**config.mk**
```make
export PLATFORM = sky130hd
export DESIGN_NAME = seq_fsm_param
export DESIGN_NICKNAME = d
export VERILOG_FILES = /design/src/rtl/seq_fsm_param.sv
export SDC_FILE = /design/constraint.sdc
export NUM_CORES = 1
export LEC_CHECK = 0
export BUFFER_PORTS_ARGS = -buffer_cell sky130_fd_sc_hd__clkbuf_2
export CAP_MARGIN = 5
export CORE_MARGIN = 3
export CORE_UTILIZATION = 44
export CTS_CLUSTER_DIAMETER = 60
export DETAILED_ROUTE_END_ITERATION = 12
export HOLD_SLACK_MARGIN = 0.1
export PLACE_DENSITY = 0.78
export SYNTH_ARGS = -nofsm -noshare
export SYNTH_HDL_FRONTEND = slang
export SYNTH_SLANG_ARGS = --single-unit
```
**constraint.sdc**
```tcl
create_clock -name clk -period 1.6 [get_ports clk]
set_input_delay 0.24 -clock clk [delete_from_list [all_inputs] [get_ports clk]]
set_output_delay 0.24 -clock clk [all_outputs]
set_load 0.03 [all_outputs]
```
**src/rtl/seq_fsm_param.sv**
```systemverilog
// -----------------------------------------------------------------------------
// seq_fsm_param
// Three-state sequencer (IDLE -> PROCESS -> DONE -> IDLE) with a loadable
// down-counter, stall support and a programmable DONE hold time.
//
// Build option:
//   SEQ_ABORT_EN  - when defined, the abort input cancels an active sequence
//                   (PROCESS or DONE) and pulses aborted for one cycle.
//                   When undefined, abort is ignored and aborted is always 0.
//
// All outputs are registers or pure decodes of the state register, so no
// input has a combinational path to any output.
// -----------------------------------------------------------------------------
module seq_fsm_param #(
   parameter int CNT_W       = 8,   // counter / len / cycles_left width, 2..16
   parameter int DONE_CYCLES = 1    // cycles spent in DONE, 1..15
) (
   input  logic             clk,
   input  logic             rst_n,
   input  logic             start,
   input  logic [CNT_W-1:0] len,
   input  logic             stall,
   input  logic             abort,
   output logic             start_ack,
   output logic             busy,
   output logic             done,
   output logic [CNT_W-1:0] cycles_left,
   output logic             aborted
);

   // State encodings; 2'b11 is unreachable and recovers to IDLE
   localparam logic [1:0] S_IDLE    = 2'b00;
   localparam logic [1:0] S_PROCESS = 2'b01;
   localparam logic [1:0] S_DONE    = 2'b10;

   // Last value of the DONE hold counter before returning to IDLE
   localparam logic [3:0]       HOLD_LAST = 4'(DONE_CYCLES - 1);
   localparam logic [CNT_W-1:0] CNT_ONE   = {{(CNT_W-1){1'b0}}, 1'b1};

   logic [1:0]       r_state;
   logic [CNT_W-1:0] r_cnt;
   logic [3:0]       r_hold;
   logic             r_start_ack;
   logic             r_aborted;

   logic [1:0]       w_state_next;
   logic [CNT_W-1:0] w_cnt_next;
   logic [3:0]       w_hold_next;
   logic             w_start_ack_next;
   logic             w_aborted_next;
   logic             w_abort_req;

`ifdef SEQ_ABORT_EN
   assign w_abort_req = abort;
`else
   // Abort is not part of this build; the input is deliberately left unused
   logic w_abort_unused;
   assign w_abort_unused = abort;
   assign w_abort_req    = 1'b0;
`endif

   // Next-state, counter, hold-counter and pulse decode
   always_comb begin
      w_state_next     = r_state;
      w_cnt_next       = r_cnt;
      w_hold_next      = r_hold;
      w_start_ack_next = 1'b0;
      w_aborted_next   = 1'b0;
      case (r_state)
         S_IDLE: begin
            // Abort is meaningless here; a start is accepted regardless
            if (start) begin
               w_start_ack_next = 1'b1;
               w_hold_next      = 4'd0;
               if (len == '0) begin
                  w_state_next = S_DONE;
                  w_cnt_next   = '0;
               end else begin
                  w_state_next = S_PROCESS;
                  w_cnt_next   = len;
               end
            end
         end
         S_PROCESS: begin
            // Abort outranks both stall and completion
            if (w_abort_req) begin
               w_state_next   = S_IDLE;
               w_cnt_next     = '0;
               w_hold_next    = 4'd0;
               w_aborted_next = 1'b1;
            end else if (!stall) begin
               // <= rather than == keeps the counter from ever wrapping
               if (r_cnt <= CNT_ONE) begin
                  w_state_next = S_DONE;
                  w_cnt_next   = '0;
                  w_hold_next  = 4'd0;
               end else begin
                  w_cnt_next = r_cnt - CNT_ONE;
               end
            end
         end
         S_DONE: begin
            if (w_abort_req) begin
               w_state_next   = S_IDLE;
               w_cnt_next     = '0;
               w_hold_next    = 4'd0;
               w_aborted_next = 1'b1;
            end else if (r_hold >= HOLD_LAST) begin
               w_state_next = S_IDLE;
               w_hold_next  = 4'd0;
            end else begin
               w_hold_next = r_hold + 4'd1;
            end
         end
         default: begin
            w_state_next = S_IDLE;
            w_cnt_next   = '0;
            w_hold_next  = 4'd0;
         end
      endcase
   end

   // State and datapath registers, cleared asynchronously by rst_n
   always_ff @(posedge clk or negedge rst_n) begin
      if (!rst_n) begin
         r_state     <= S_IDLE;
         r_cnt       <= '0;
         r_hold      <= 4'd0;
         r_start_ack <= 1'b0;
         r_aborted   <= 1'b0;
      end else begin
         r_state     <= w_state_next;
         r_cnt       <= w_cnt_next;
         r_hold      <= w_hold_next;
         r_start_ack <= w_start_ack_next;
         r_aborted   <= w_aborted_next;
      end
   end

   // Moore outputs: registers or state decodes only
   assign start_ack   = r_start_ack;
   assign busy        = (r_state != S_IDLE);
   assign done        = (r_state == S_DONE);
   assign cycles_left = r_cnt;
   assign aborted     = r_aborted;

endmodule

```
== Yosys cells after proc, flatten, opt, wreduce, memory -nomap -nowiden ==
Index checks and enable logic that the tools add are counted.

* Register bits: 15
* Input port bits: 13
* Output and inout port bits: 12
* Logic and storage cells: 39

* Add/subtract/negate cells: 2
* $lt $le $gt $ge: 2
* Equal/unequal tests: 6
* Mux-type cells: 18
* Bitwise operators: 1
* Reduce and logical (&&, ||, !) cells: 6

{| class="wikitable"
|+ Operators by type and width
! cell !! number
|-
| 8-bit 2-to-1 mux || 4
|-
| 8-bit one-hot mux with 3 select lines || 1
|-
| 4-bit 2-to-1 mux || 4
|-
| 4-bit one-hot mux with 3 select lines || 1
|-
| 2-bit 2-to-1 mux || 5
|-
| 8-bit by 1-bit <= comparator with 1-bit output (second input constant) || 1
|-
| 8-bit logical NOT || 1
|-
| 8-bit by 1-bit subtractor with 8-bit output (second input constant) || 1
|-
| 2-bit inequality test (second input constant) || 3
|-
| 2-bit one-hot mux with 3 select lines || 1
|-
| 3-bit AND reduction || 2
|-
| 4-bit by 1-bit adder with 4-bit output (second input constant) || 1
|-
| 4-bit by 1-bit >= comparator with 1-bit output (second input constant) || 1
|-
| 4-bit AND reduction || 1
|-
| 2-bit by 1-bit == test with 1-bit output (second input constant) || 1
|-
| 2-bit == test (second input constant) || 1
|-
| 2-bit logical NOT || 1
|-
| 1-bit 2-to-1 mux || 2
|-
| 2-bit by 1-bit inequality test with 1-bit output (second input constant) || 1
|-
| 2-bit nonzero test || 1
|-
| 1-bit NOT || 1
|}

== Longest topological paths before layout ==
* Depth in word-level cells: 4
* Mapped depth: 6
* Mapped depth without buffers: 6

== Worst setup path before layout ==
No wires, ideal clock.

* Path type: register to register
* From: register r_cnt[0], in the netlist cycles_left[0]
* To: register r_cnt[4], in the netlist cycles_left[4]
* Library setup time: 126 ps
* Arrival time: 1621 ps
* Required time: 1474 ps
* Slack: -146 ps
* Cell stages (with the launch flop): 7
* Period minus slack after synthesis: 1746 ps
* Cell sequence: dfrtp_1 -> inv_1 -> ha_1 -> or3b_1 -> nand2_1 -> o21ai_1 -> a221o_1

* Cells in the longest elaborated chain, start to end: 4
* Elaborated cells between the ends (all ways): 5

{| class="wikitable"
|+ Ends and longest elaborated chain
! what !! RTL line !! text
|-
| from (decl) || 41 || <nowiki>logic [CNT_W-1:0] r_cnt;</nowiki>
|-
| from (signal assigned) || 133 || <nowiki>r_cnt <= w_cnt_next;</nowiki>
|-
| 8-bit by 1-bit subtractor with 8-bit output or 8-bit by 1-bit <= comparator with 1-bit output (tied branches) || 98, 93 ||
|-
| 8-bit 2-to-1 mux * || 93 || <nowiki>if (r_cnt <= CNT_ONE) begin</nowiki>
|-
| 8-bit 2-to-1 mux * || 91 || <nowiki>end else if (!stall) begin</nowiki>
|-
| 8-bit one-hot mux with 3 select lines * || 69 || <nowiki>case (r_state)</nowiki>
|}

Every way passes the cells marked *; elsewhere a longest branch is shown, timed or not. The select of a mux whose other input is x is not followed.
A chain may end at the register's enable or synchronous reset.

== Final worst setup path ==
* From: register r_cnt[1], in the netlist cycles_left[1]
* To: register r_cnt[7], in the netlist cycles_left[7]

Same word-level chain as after synthesis.

==> flow_results.org <==
** Outcome
- Result of the run :: finished clean

** Synthesis
- The average instance in the mapped netlist occupies 8.77 µm².
- The number of nets in the synthesized netlist is 105.
- The cell area that synthesis handed to floorplanning was 790 µm².
- For this run, the register share of the synthesized area comes to 34.9%.
- The synthesized design contains 11 register bits.
- Count of different cell masters after synthesis :: 37
- In the synthesized netlist the async set-or-reset flop fraction comes to 100%.
- Counting flops with a built-in enable in the synthesized netlist gives 0.
- Number of instances in the synthesized netlist :: 90
- Yosys Warn Count :: 0
- The most used flip-flop cell after synthesis is dfrtp_1.

** Floorplanning
- Die width :: 48.4 µm
- The die covers 2340 µm².
- Floorplan Core Area :: 1590 µm²
- From bottom edge to top edge, the die measures 48.4 µm.
- 25 I/O pins were placed.
- Once the floorplan was initialized, standard cells occupied 49.5% of the core.
- Cell row count :: 14

** Routing
- In the routed layout, each cell is associated on average with a via count of 5.68.
- Number of DRC markers after the initial detailed-route iteration :: 38
- Count of nets left with antenna violations after detail routing :: 0
- For this block, the via count after detailed routing is 824.
- In the routed design, unresolved DRC markers number 0.
- Length of the first detailed-routing pass in iterations :: 4
- Wire length per cell after detailed routing :: 14.3 µm
- Total length of routed wires :: 2.08 mm

** Cells and area
- The layout has 132 filler cells.
- Post-layout net count :: 137
- Diode count :: 0
- Share of post-route cells with drive strength above 1 :: 45.5%
- The area growth from synthesis to layout is 35.2%.

** CTS
- Clock tree synthesis selected as its root buffer the cell clkbuf_4.
- TritonCTS Sinks :: 11
- Clock H-tree levels :: 1
- Worst-skew pair later-pin latency :: 0.28 ns
- Clock-pin slew was measured on the worst setup and hold paths at 0.08 ns.
- Counting along the longest clock path gives a buffer depth of 2.
- Clock tree from TritonCTS :: done
- Num CTS Buffers :: 3

** Job
- Number of max-capacitance violations reported :: 0

** Timing
- Final hold analysis gives a worst-case slack of 0.238 ns.
- The worst path uses 99.8% of the clock period.
- The count of endpoints failing hold in the final timing report was 0.
- Max-slew violation count :: 0
- Clock skew on the completed layout was measured at 0.00268 ns.
- For the finished layout, the period the worst path requires is 1.60 ns.
- Count of final setup violators :: 0
- For this run, the top clock speed supported by timing is 626 MHz.
- Setup repair after global routing missed its margin :: true

** Setup path
- In this run the worst path has a maximum fanout of 3.
- The largest single stage delay on the critical path is 0.59 ns.
- STA puts the critical path data required time at 1.76 ns.
- Together, buffers and inverters on the worst path number 0.
- Cell chain of the critical path :: or4_4 > nor4_4 > mux2i_1 > o21ai_1
- Cell type of the slowest stage on the worst timing path :: or4_4
- Largest delay share family, worst path :: simple AND/OR/NAND/NOR gates
- The worst setup path is of the flip-flop to flip-flop kind.
- Data arrival time of the worst path :: 1.75 ns
- The worst register-to-register path has a setup slack of 0.003 ns.
- Startpoint type of the worst setup path :: flip-flop
- The worst setup path is captured at a flip-flop.

** Placement
- The wire-length estimate of the detail-placed layout is 1.52 mm.
- Final GP Congestion :: 0.814
- Count of buffers inserted at the top-level ports :: 22

** Global routing
- Across every metal layer, demand over resource in global routing totals 18.3%.
- Grt ovf :: 0
- Maximum number of pins on one net before global-route repair :: 18
- For met2 alone, demand over resource in global routing was 30.0%.
- Wire length of the first global-routing pass :: 3.37 mm
- Global routing used 24.6% of the available met1 tracks.
- The layer flagged by global routing as most heavily used is met2.
- For this run, global-route usage on met3 was measured as 3.07%.
- The number of global-route vias before repair was 737.
- Antenna violations before repair :: 0

** Power
- The design draws 0.00227 W.
- Across the VDD grid, the largest voltage drop is 0.00112 V.
- In this run the static leakage power is 0.463 nW.
- Total power per unit cell area :: 2120 nW/µm²

** Worst hold path
- Worst min-delay path class :: input port to flip-flop
cell families (layout without fill, tap and decap cells):
| kind of cell | count (synthesis) | after routing | share of synthesized area [%] |
|---|---|---|---|
| mux | 2 | 2 | 2.54 |
| flops | 11 | 11 | 34.9 |
| xor+xnor | 1 | 1 | 1.11 |
| other cells | 1 | 1 | 0.475 |
| buf+inv | 10 | 41 | 5.23 |
| compound gates | 25 | 25 | 24.6 |
| simple gates | 38 | 38 | 28.1 |
| fa+ha+maj | 2 | 2 | 3.17 |
tightest hold or removal path, cell delays in order:
cell and delay, ns:
clkbuf_2 0.10, a22oi_1 0.08, nand2_1 0.07
synthesized netlist by cell type (2+ instances only):
cell / number / area share (%)
a21oi_1: 3 / 1.9
a22oi_1: 5 / 4.8
a32oi_1: 3 / 3.3
clkbuf_1: 5 / 2.4
dfrtp_1: 11 / 35
ha_1: 2 / 3.2
inv_1: 4 / 1.9
mux2i_1: 2 / 2.5
nand2_1: 5 / 2.4
nor2_1: 9 / 4.3
nor2b_1: 7 / 5.5
nor3_1: 3 / 1.9
nor4_1: 2 / 1.6
o21ai_0: 3 / 1.9
o21ai_1: 3 / 1.9
o221ai_1: 2 / 2.2
metal layers:
metal	up-vias	part of all wire [%]
met2	36	47
met4	0	1.6
li1	395	-
met5	-	0
met1	386	45
met3	7	6.5
registers in the layout (all words and copies together) (netlist names):
signal,cells
cycles_left,8
r_state,2
start_ack,1
worst paths after layout:
path,startpoint,to,cells after the start
max in group asynchronous,rst_n,r_state[0],2
worst min register to register,cycles_left[0],cycles_left[0],2
worst max-delay path,cycles_left[1],cycles_left[7],4
min in group asynchronous,rst_n,start_ack,2
worst min-delay path,len[2],cycles_left[2],3
worst max register to register,cycles_left[1],cycles_left[7],4
where the power goes:
| part | switching (W) | internal, W | leakage, nW |
|---|---|---|---|
| Combinational | 0.000786 | 0.000640 | 0.313 |
| Sequential | 0.000235 | 0.000403 | 0.134 |
| Clock | 0.000105 | 0.0000967 | 0.0150 |
| Total | 0.00113 | 0.00114 | 0.463 |
placed cells by master, fill, tap and decap left out, types with 2 or more instances in the layout:
cell,synthesis,final
nor4_1,2,2
mux2i_1,2,2
a21oi_1,3,3
a22oi_1,5,5
clkbuf_4,0,3
dfrtp_1,11,6
nor3_1,3,2
inv_1,4,2
nor2_1,9,9
nor2b_1,7,7
buf_4,1,10
clkbuf_2,0,22
o21ai_1,3,4
inv_2,0,2
a32oi_1,3,3
nand2_2,0,2
nand2_1,5,3
dfrtp_2,0,5
metrics by stage:
| stage | instances | util [%] | TNS, ns | cell area, µm² | worst slack, ns |
|---|---|---|---|---|---|
| 4_1_cts | 143 | 64.8 | -0.00980 | 1030 | -0.00980 |
| 5_1_grt | 145 | 67.0 | -0.173 | 1070 | -0.0667 |
| 6_report | 145 | 67.0 | 0 | 1070 | 0.00292 |
| 2_1_floorplan | 90 | - | -0.0797 | 807 | -0.0317 |
| 3_3_place_gp | 138 | 61.5 | 0 | 981 | 0.0100 |
| 3_5_place_dp | 138 | 61.5 | -0.0159 | 981 | -0.0159 |
area by class of cell:
class                           instances  area [µm²]  share of cell area, %
Multi-Input combinational cell         69         519                   48.7
Sequential cell                        11         282                   26.4
Timing Repair Buffer                   33         195                   18.3
Tap cell                               24        30.0                   2.81
Clock buffer                            4        26.3                   2.46
Inverter                                4        15.0                   1.41
what timing repair did:
| item | CTS | global route |
|---|---|---|
| gates resized for setup | 3 | 8 |
| setup buffers | 0 | 2 |
| pin swaps | 0 | 2 |
| hold endpoints to repair | 11 | 0 |
| hold buffers | 1 | 0 |
| endpoints found under the setup margin | 2 | 10 |
Note: power is estimated with default switching activity, not from simulation.
